### src/rtl/xbus_fabric.sv
// ---------------------------------------------------------------------------
// xbus_fabric
//
// Interconnect between the core master port and NSLAVES xbus slaves.
// - Decodes the master address against a base/mask map. When several slaves
//   match, the lowest index wins.
// - Latches the request and holds it on the slave side until the selected
//   slave raises s_ready.
// - A watchdog aborts a slave that takes too long. TIMEOUT=0 turns it off.
// - The first error since the last clear is kept in a sticky register.
//
// Optional feature: define XBUS_FABRIC_PROT_EN to enable write protection.
// A write that hits a slave with RO_MASK[i]=1 is then rejected as a decode
// error. When the macro is undefined, RO_MASK has no effect.
//
// Ports
//   clk, rst               clock; asynchronous active-high reset
//   m_as/m_we/m_be/m_addr/m_wdata   master request (m_as held until m_ready)
//   m_rdata/m_ready/m_err  master response (m_ready is a 1-cycle pulse)
//   s_cs/s_we/s_be/s_addr/s_wdata   slave request (one-hot select, latched)
//   s_rdata/s_ready        packed slave read data / per-slave done
//   err_clr                clears err_valid
//   err_valid/err_addr     sticky error flag and address of the first error
// ---------------------------------------------------------------------------
module xbus_fabric #(
    parameter int                      NSLAVES  = 4,
    parameter logic [NSLAVES*32-1:0]   SLV_BASE = {32'h3000_0000, 32'h2000_0000,
                                                   32'h1000_0000, 32'h0000_0000},
    parameter logic [NSLAVES*32-1:0]   SLV_MASK = {4{32'hF000_0000}},
    parameter int                      TIMEOUT  = 255,
    parameter logic [NSLAVES-1:0]      RO_MASK  = '0
) (
    input  logic                    clk,
    input  logic                    rst,
    input  logic                    m_as,
    input  logic                    m_we,
    input  logic [3:0]              m_be,
    input  logic [31:0]             m_addr,
    input  logic [31:0]             m_wdata,
    output logic [31:0]             m_rdata,
    output logic                    m_ready,
    output logic                    m_err,
    output logic [NSLAVES-1:0]      s_cs,
    output logic                    s_we,
    output logic [3:0]              s_be,
    output logic [31:0]             s_addr,
    output logic [31:0]             s_wdata,
    input  logic [NSLAVES*32-1:0]   s_rdata,
    input  logic [NSLAVES-1:0]      s_ready,
    input  logic                    err_clr,
    output logic                    err_valid,
    output logic [31:0]             err_addr
);

    localparam int IW = (NSLAVES > 1) ? $clog2(NSLAVES) : 1;
    // The watchdog is disabled when TIMEOUT is 0. The timer keeps a
    // one-bit width in that case so that the declaration stays legal.
    localparam int TW = (TIMEOUT > 0) ? $clog2(TIMEOUT + 1) : 1;

`ifdef XBUS_FABRIC_PROT_EN
    localparam bit PROT = 1'b1;
`else
    localparam bit PROT = 1'b0;
`endif

    typedef enum logic [1:0] {S_IDLE, S_WAIT, S_RESP} state_t;

    state_t              state;
    logic [TW-1:0]       timer;
    logic [IW-1:0]       sel;

    logic [NSLAVES-1:0]  hit;
    logic [NSLAVES-1:0]  sel_onehot;
    logic [IW-1:0]       sel_idx;
    logic                any_hit;
    logic                blocked;
    logic                accept;
    logic                timeout_hit;
    logic                err_event;
    logic [31:0]         err_addr_in;
    logic [31:0]         rdata_arr [NSLAVES];

    for (genvar gi = 0; gi < NSLAVES; gi++) begin : g_slave
        assign hit[gi]       = (m_addr & SLV_MASK[gi*32 +: 32]) == SLV_BASE[gi*32 +: 32];
        assign rdata_arr[gi] = s_rdata[gi*32 +: 32];
    end

    // Priority encoder. The loop scans downwards, so the lowest matching
    // index is the last assignment and wins.
    always_comb begin
        sel_onehot = '0;
        sel_idx    = '0;
        any_hit    = 1'b0;
        for (int i = NSLAVES - 1; i >= 0; i--) begin
            if (hit[i]) begin
                sel_onehot    = '0;
                sel_onehot[i] = 1'b1;
                sel_idx       = IW'(i);
                any_hit       = 1'b1;
            end
        end
    end

    assign blocked     = PROT && m_we && (|(sel_onehot & RO_MASK));
    assign accept      = any_hit && !blocked;
    assign timeout_hit = (TIMEOUT != 0) && (timer == TW'(TIMEOUT - 1));

    // An error is either a decode or protection reject taken in IDLE, or a
    // watchdog abort taken in WAIT.
    assign err_event   = ((state == S_IDLE) && m_as && !accept) ||
                         ((state == S_WAIT) && !s_ready[sel] && timeout_hit);
    assign err_addr_in = (state == S_IDLE) ? m_addr : s_addr;

    always_ff @(posedge clk or posedge rst) begin
        if (rst) begin
            state   <= S_IDLE;
            timer   <= '0;
            sel     <= '0;
            s_cs    <= '0;
            s_we    <= 1'b0;
            s_be    <= '0;
            s_addr  <= '0;
            s_wdata <= '0;
            m_rdata <= '0;
            m_ready <= 1'b0;
            m_err   <= 1'b0;
        end else begin
            m_ready <= 1'b0;
            case (state)
                S_IDLE: begin
                    timer <= '0;
                    if (m_as) begin
                        if (accept) begin
                            state   <= S_WAIT;
                            sel     <= sel_idx;
                            s_cs    <= sel_onehot;
                            s_we    <= m_we;
                            s_be    <= m_be;
                            s_addr  <= m_addr;
                            s_wdata <= m_wdata;
                        end else begin
                            state   <= S_RESP;
                            m_ready <= 1'b1;
                            m_err   <= 1'b1;
                            m_rdata <= '0;
                        end
                    end
                end
                S_WAIT: begin
                    timer <= timer + TW'(1);
                    if (s_ready[sel]) begin
                        state   <= S_RESP;
                        s_cs    <= '0;
                        m_ready <= 1'b1;
                        m_err   <= 1'b0;
                        m_rdata <= rdata_arr[sel];
                    end else if (timeout_hit) begin
                        state   <= S_RESP;
                        s_cs    <= '0;
                        m_ready <= 1'b1;
                        m_err   <= 1'b1;
                        m_rdata <= '0;
                    end
                end
                S_RESP: begin
                    state <= S_IDLE;
                    timer <= '0;
                end
                default: begin
                    state <= S_IDLE;
                    timer <= '0;
                    s_cs  <= '0;
                end
            endcase
        end
    end

    // Sticky error capture. If a new error and err_clr arrive in the same
    // cycle, the new error wins and its address replaces the stored one.
    always_ff @(posedge clk or posedge rst) begin
        if (rst) begin
            err_valid <= 1'b0;
            err_addr  <= '0;
        end else if (err_event) begin
            err_valid <= 1'b1;
            if (!err_valid || err_clr) begin
                err_addr <= err_addr_in;
            end
        end else if (err_clr) begin
            err_valid <= 1'b0;
        end
    end

endmodule

### config.mk
export PLATFORM = sky130hd
export DESIGN_NAME = xbus_fabric
export DESIGN_NICKNAME = d
export VERILOG_FILES = /design/src/rtl/xbus_fabric.sv
export SDC_FILE = /design/constraint.sdc
export NUM_CORES = 1
export LEC_CHECK = 0
export CAP_MARGIN = 10
export CORE_UTILIZATION = 40
export CTS_CLUSTER_DIAMETER = 200
export DETAILED_ROUTE_END_ITERATION = 8
export GPL_TIMING_DRIVEN = 1
export PLACE_DENSITY = 0.8
export SLEW_MARGIN = 20
export SYNTH_ARGS = -nofsm -noshare
export SYNTH_HDL_FRONTEND = slang
export SYNTH_SLANG_ARGS = --single-unit
### constraint.sdc
create_clock -name clk -period 11.6 [get_ports clk]
set_input_delay 2.32 -clock clk [delete_from_list [all_inputs] [get_ports clk]]
set_output_delay 2.32 -clock clk [all_outputs]
set_load 0.03 [all_outputs]
[After elaboration in Yosys (flattened, before gate mapping)]
Index checks and enable logic that the tools add are counted.
Word-level totals
  word-level logic and storage cells: 92
  ROM bits: 0
  memories kept: 0
  memory bits (writable): 0
  bits of input ports: 205
  output and inout port bits: 140
  latch bits: 0
  register bits after elaboration: 152
Cells by class
  add/sub/neg operators: 1
  reduce and logical (&&, ||, !) cells: 18
  muxes and demuxes: 46
  div/mod/pow operators: 0
  shifts and indexed selects: 0
  bitwise gates (word level): 2
  order comparisons: 2
  equal/unequal tests: 10
  multipliers: 0
Operators by type and width (count)
  32-bit 2-to-1 mux: 7
  32-bit binary-select mux with 2-bit select: 1
  32-bit one-hot mux with 2 select lines: 1
  32-bit logical NOT: 1
  4-bit 2-to-1 mux: 8
  2-bit 2-to-1 mux: 8
  1-bit 2-to-1 mux: 15
  4-bit one-hot mux with 3 select lines: 1
  8-bit by 1-bit adder with 8-bit output (second input constant): 1
  4-bit by 2-bit == test with 1-bit output (second input constant): 2
  8-bit == test (second input constant): 1
  8-bit 2-to-1 mux: 1
  4-bit AND reduction: 2
  2-bit inequality test (second input constant): 3
  4-bit by 1-bit == test with 1-bit output (second input constant): 1
  1-bit logical AND: 4
  1-bit one-hot mux with 2 select lines: 2
  2-bit one-hot mux with 2 select lines: 1
  2-bit AND reduction: 2
  2-bit nonzero test: 2
  3-bit >= comparator (second input constant): 1
  1-bit logical NOT: 3
  2-bit by 3-bit less-than comparator with 1-bit output (second input constant): 1
  3-bit by 2-bit inequality test with 1-bit output (second input constant): 1
  8 further kinds: 9

[Longest topological paths before layout]
  depth in word-level cells: 9
  depth in mapped cells: 8
  mapped depth without buffers: 6

[Worst setup path before layout]
No wires, ideal clock.
  path type: input -> register
  start point: input port s_ready[3]
  end point: register err_addr[0]
  arrival: 3827 ps
  required time: 11475 ps
  setup slack: 7648 ps
  setup time: 125 ps
  stages on the path: 6
  path through: mux4_2 > nor4_2 > o21ba_1 > buf_6 > buf_12 > mux2_4
On the way
  longest elaborated chain between the ends: 7
RTL lines
  from (decl): line 49  | input logic [NSLAVES-1:0] s_ready,
  1-bit binary-select mux with 2-bit select: line 111  | ((state == S_WAIT) && !s_ready[sel] && timeout_hit);
  1-bit 2-to-1 mux (implied by the code): line 111
  1-bit logical NOT: line 111
  1-bit logical AND (2 in series): line 111
  1-bit logical OR: line 110  | assign err_event = ((state == S_IDLE) && m_as && !accept) ||
  2-bit AND reduction (no line)
  to (signal assigned): line 187  | err_addr <= err_addr_in;
  to (decl): line 52  | output logic [31:0] err_addr
Every way passes these cells. The select of a mux whose other input is x is not followed.
A chain may end at the register's enable or synchronous reset.

[Final worst setup path]
  start point: input port s_ready[3]
  end point: register err_addr[4]
Same word-level chain as after synthesis.

==> results.md <==
* Cell Int Power at 0.001611 W
* Quantity of gates resized following cts at 0
* Most common cell after layout, fill and taps aside: clkdlybuf4s50_1
* Die ar. at 18020 um^2
* Combinational Power Share at 0.475
* Period utilization at 0.3760
* CP peak stage delay at 510 ps
* Cells after synthesis at 579
* Max-slew violations at 0
* Post-route setup TNS at 0 ps
* FILL cells at 1304
* Post-route DRC at 0
* Crit Path Max Fanout at 32
* Cell Rows at 47
* Max Freq at 229.3 MHz
* Synth top area share at 0.5436
* Max VDD drop at 171.4 uV
* Clk_skew at 11.77 ps
* First-pass GRT wire length at 33.84 mm
* Least-Margin Pin Slew at 1037 ps
* Multi-input logic area at 2983 um^2
* Max clock buf depth at 2
* HP Class: flip-flop to flip-flop
* CP Cell Sequence: clkdlybuf4s50_1 > mux4_2 > nor4_2 > o21ba_2 > buf_4 > mux2_2
* DR pass1 iterations at 4
* Largest net degree at the start of global routing at 81
* Gr usage total at 0.2505
* Critical path class: primary input to flip-flop
* Chip height at 134.3 um
* R2r worst-path depth at 6
* Syn Area/Cell at 12.08 um^2
* Initial Util at 0.4160
* Initial antenna violation count at 0
* Crit-path slowest cell: mux4_2
* Cell type contributing the most total cell area after synthesis: dfrtp_1
* Switch share at 0.3760
* Post-synth EDFFs at 0
* Worst-Skew Late Latency at 420 ps
* Postcts setup bufs at 0
* Ys Warns at 0
* # clock sinks at 152
* CP startpoint: s_ready[3]
* # Max-Cap Violations at 0
* Worst Path Required at 11900 ps
* Area of the mapped netlist at 6997 um^2
* Routed Antenna Nets at 0
* Fraction of registers with async set/reset at 1.000
* Critical Path Start Type: primary input
* Endpoints failing hold at 0
* RR Endpoint: err_addr[4]
* Total grt overflow at 0
* H-tree depth at 4
* Clk pwr share at 0.209
* Crit. End Element: flip-flop
* Root Driver: clkbuf_16
* Final setup violation count at 0
* Power per cell area at 231.3 nW/um^2
* RSZ-0062 raised after global routing: false
* DRT met1 WL at 8.854 mm
* Hold_buf cts at 0
* Reg-to-reg slack, setup at 8510 ps
* Met3 WL at 1.800 mm
* Flops & latches, synth at 152
* Relative slew slack at 0.3072
* Vias in the first global route at 6159
* Clk slew on worst S/H paths at 60 ps
* Placer Congestion at 0.8288
* Post-DR vias/cell at 5.024
* Commonest non-fill, non-tap cells in the layout: 344 x clkdlybuf4s50_1, 207 x nand2_1, 151 x dfrtp_1
* Top layer used by detailed routing: met4
* Placed insts at 1112
* WL final at 21.73 mm
* Area contributors post-synth: dfrtp_1 54%, nand2_1 11%, mux4_2 11%, mux2_4 6.4%, mux2_2 5.5%
* Core Util, Final at 0.6636
* Via Count at 5753
* Sw Pwr at 0.0009704 W
* Minimum clock period at 4361 ps
* Share of cells above drive strength 1 at 0.1537
* Synth cell types at 37
* P_leak at 4.945 nW
* Total power draw at 0.002581 W
* Wire per inst at 18.98 um
* Core Region at 16820 um^2
* Seq/Total Area, Yosys at 0.5436
* Nets at 1118
* Worst Path Arrival at 4660 ps
* CTS Buf Count at 17
* Power share of the sequential group at 0.316
* PortBufs at 344
* Flip-flop and latch area at 3805 um^2
* Syn_nets at 786
* Final cell count without fillers at 1145
* Met2 wire length at 10.58 mm
* First DRT Iteration DRCs at 288
* R2r startpoint: sel[0]
* CTS tree: done
* DIE WIDTH at 134.3 um
* Worst setup path end: err_addr[4]
* Main flop type after synthesis: dfrtp_1
* Outcome: completed
* Ports at 345
* Post-DP HPWL at 15.68 mm
* Hold slack final at 474.5 ps
* Synth-to-layout area growth at 59.51%
-- registers in the layout (all words and copies together), names as in the netlist --
register   count
sel            2
m_ready        1
s_wdata       32
m_err          1
s_cs           4
s_we           1
m_rdata       32
s_addr        32
timer          8
state          2
err_valid      1
s_be           4
err_addr      32
-- worst max-delay path, delay by kind of cell --
family	cells	cell delay [ps]
multiplexers	2	910
buffers and inverters	2	890
AND/OR/NAND/NOR	1	350
AO/OA/AOI/OAI	1	170
-- power by group through the flow --
| stage | registers, W | logic [W] | clock network [W] |
|---|---|---|---|
| 2_1_floorplan | 0.00114 | 0.000391 | 0 |
| 3_3_place_gp | 0.000816 | 0.00122 | 0 |
| 3_5_place_dp | 0.000818 | 0.00124 | 0 |
| 4_1_cts | 0.000816 | 0.00124 | 0.000552 |
| 5_1_grt | 0.000838 | 0.00129 | 0.000575 |
| 6_report | 0.000816 | 0.00123 | 0.000539 |
-- Yosys cell counts, types with 4 or more instances --
master	number
clkbuf_1	25
dfrtp_1	152
a22o_1	32
mux4_2	33
mux2_2	34
nand3_1	5
inv_1	4
nor2_1	10
xor2_1	5
mux2_4	30
nand2_1	207
buf_1	5
-- routing by layer --
layer / up-vias / track usage
met1: 2832 / 0.3136
met3: 33 / 0.08352
met5: - / 0
met2: 234 / 0.3995
met4: 0 / 0.1011
li1: 2654 / -
-- cell type report --
cell class,instances,area share
antenna,1,0.0002242
clock buffer,21,0.04036
clock inverter,11,0.01121
inverter,4,0.001794
multi-input combinational,385,0.2673
sequential,152,0.3409
tap,220,0.02466
timing repair buffer,351,0.3136
-- through the flow --
step / cell area [um^2] / setup slack [ps]
2_1_floorplan: 6997 / 5187
3_3_place_gp: 10580 / 6838
3_5_place_dp: 10580 / 6810
4_1_cts: 11150 / 7256
5_1_grt: 11160 / 7136
6_report: 11160 / 7239
-- kinds of logic after synthesis --
family / Yosys count / synth area share
xor+xnor: 6 / 0.007511
mux: 97 / 0.2253
buf+inv: 42 / 0.03219
simple gates: 238 / 0.1361
flops: 152 / 0.5436
fa+ha+maj: 2 / 0.003576
compound gates: 42 / 0.05168
-- worst min path at each step --
stage	startpoint	endpoint	slack, ps	cells after the start
final	s_be[0]	s_be[0]	470	2
after global routing	s_cs[0]	s_cs[0]	500	1
after CTS	s_be[0]	s_be[0]	480	2
after detailed placement	s_wdata[8]	s_wdata[8]	460	2
after global placement	s_wdata[20]	s_wdata[20]	460	2
after floorplan	timer[0]	timer[0]	490	1
Note: power is estimated with default switching activity, not from simulation.
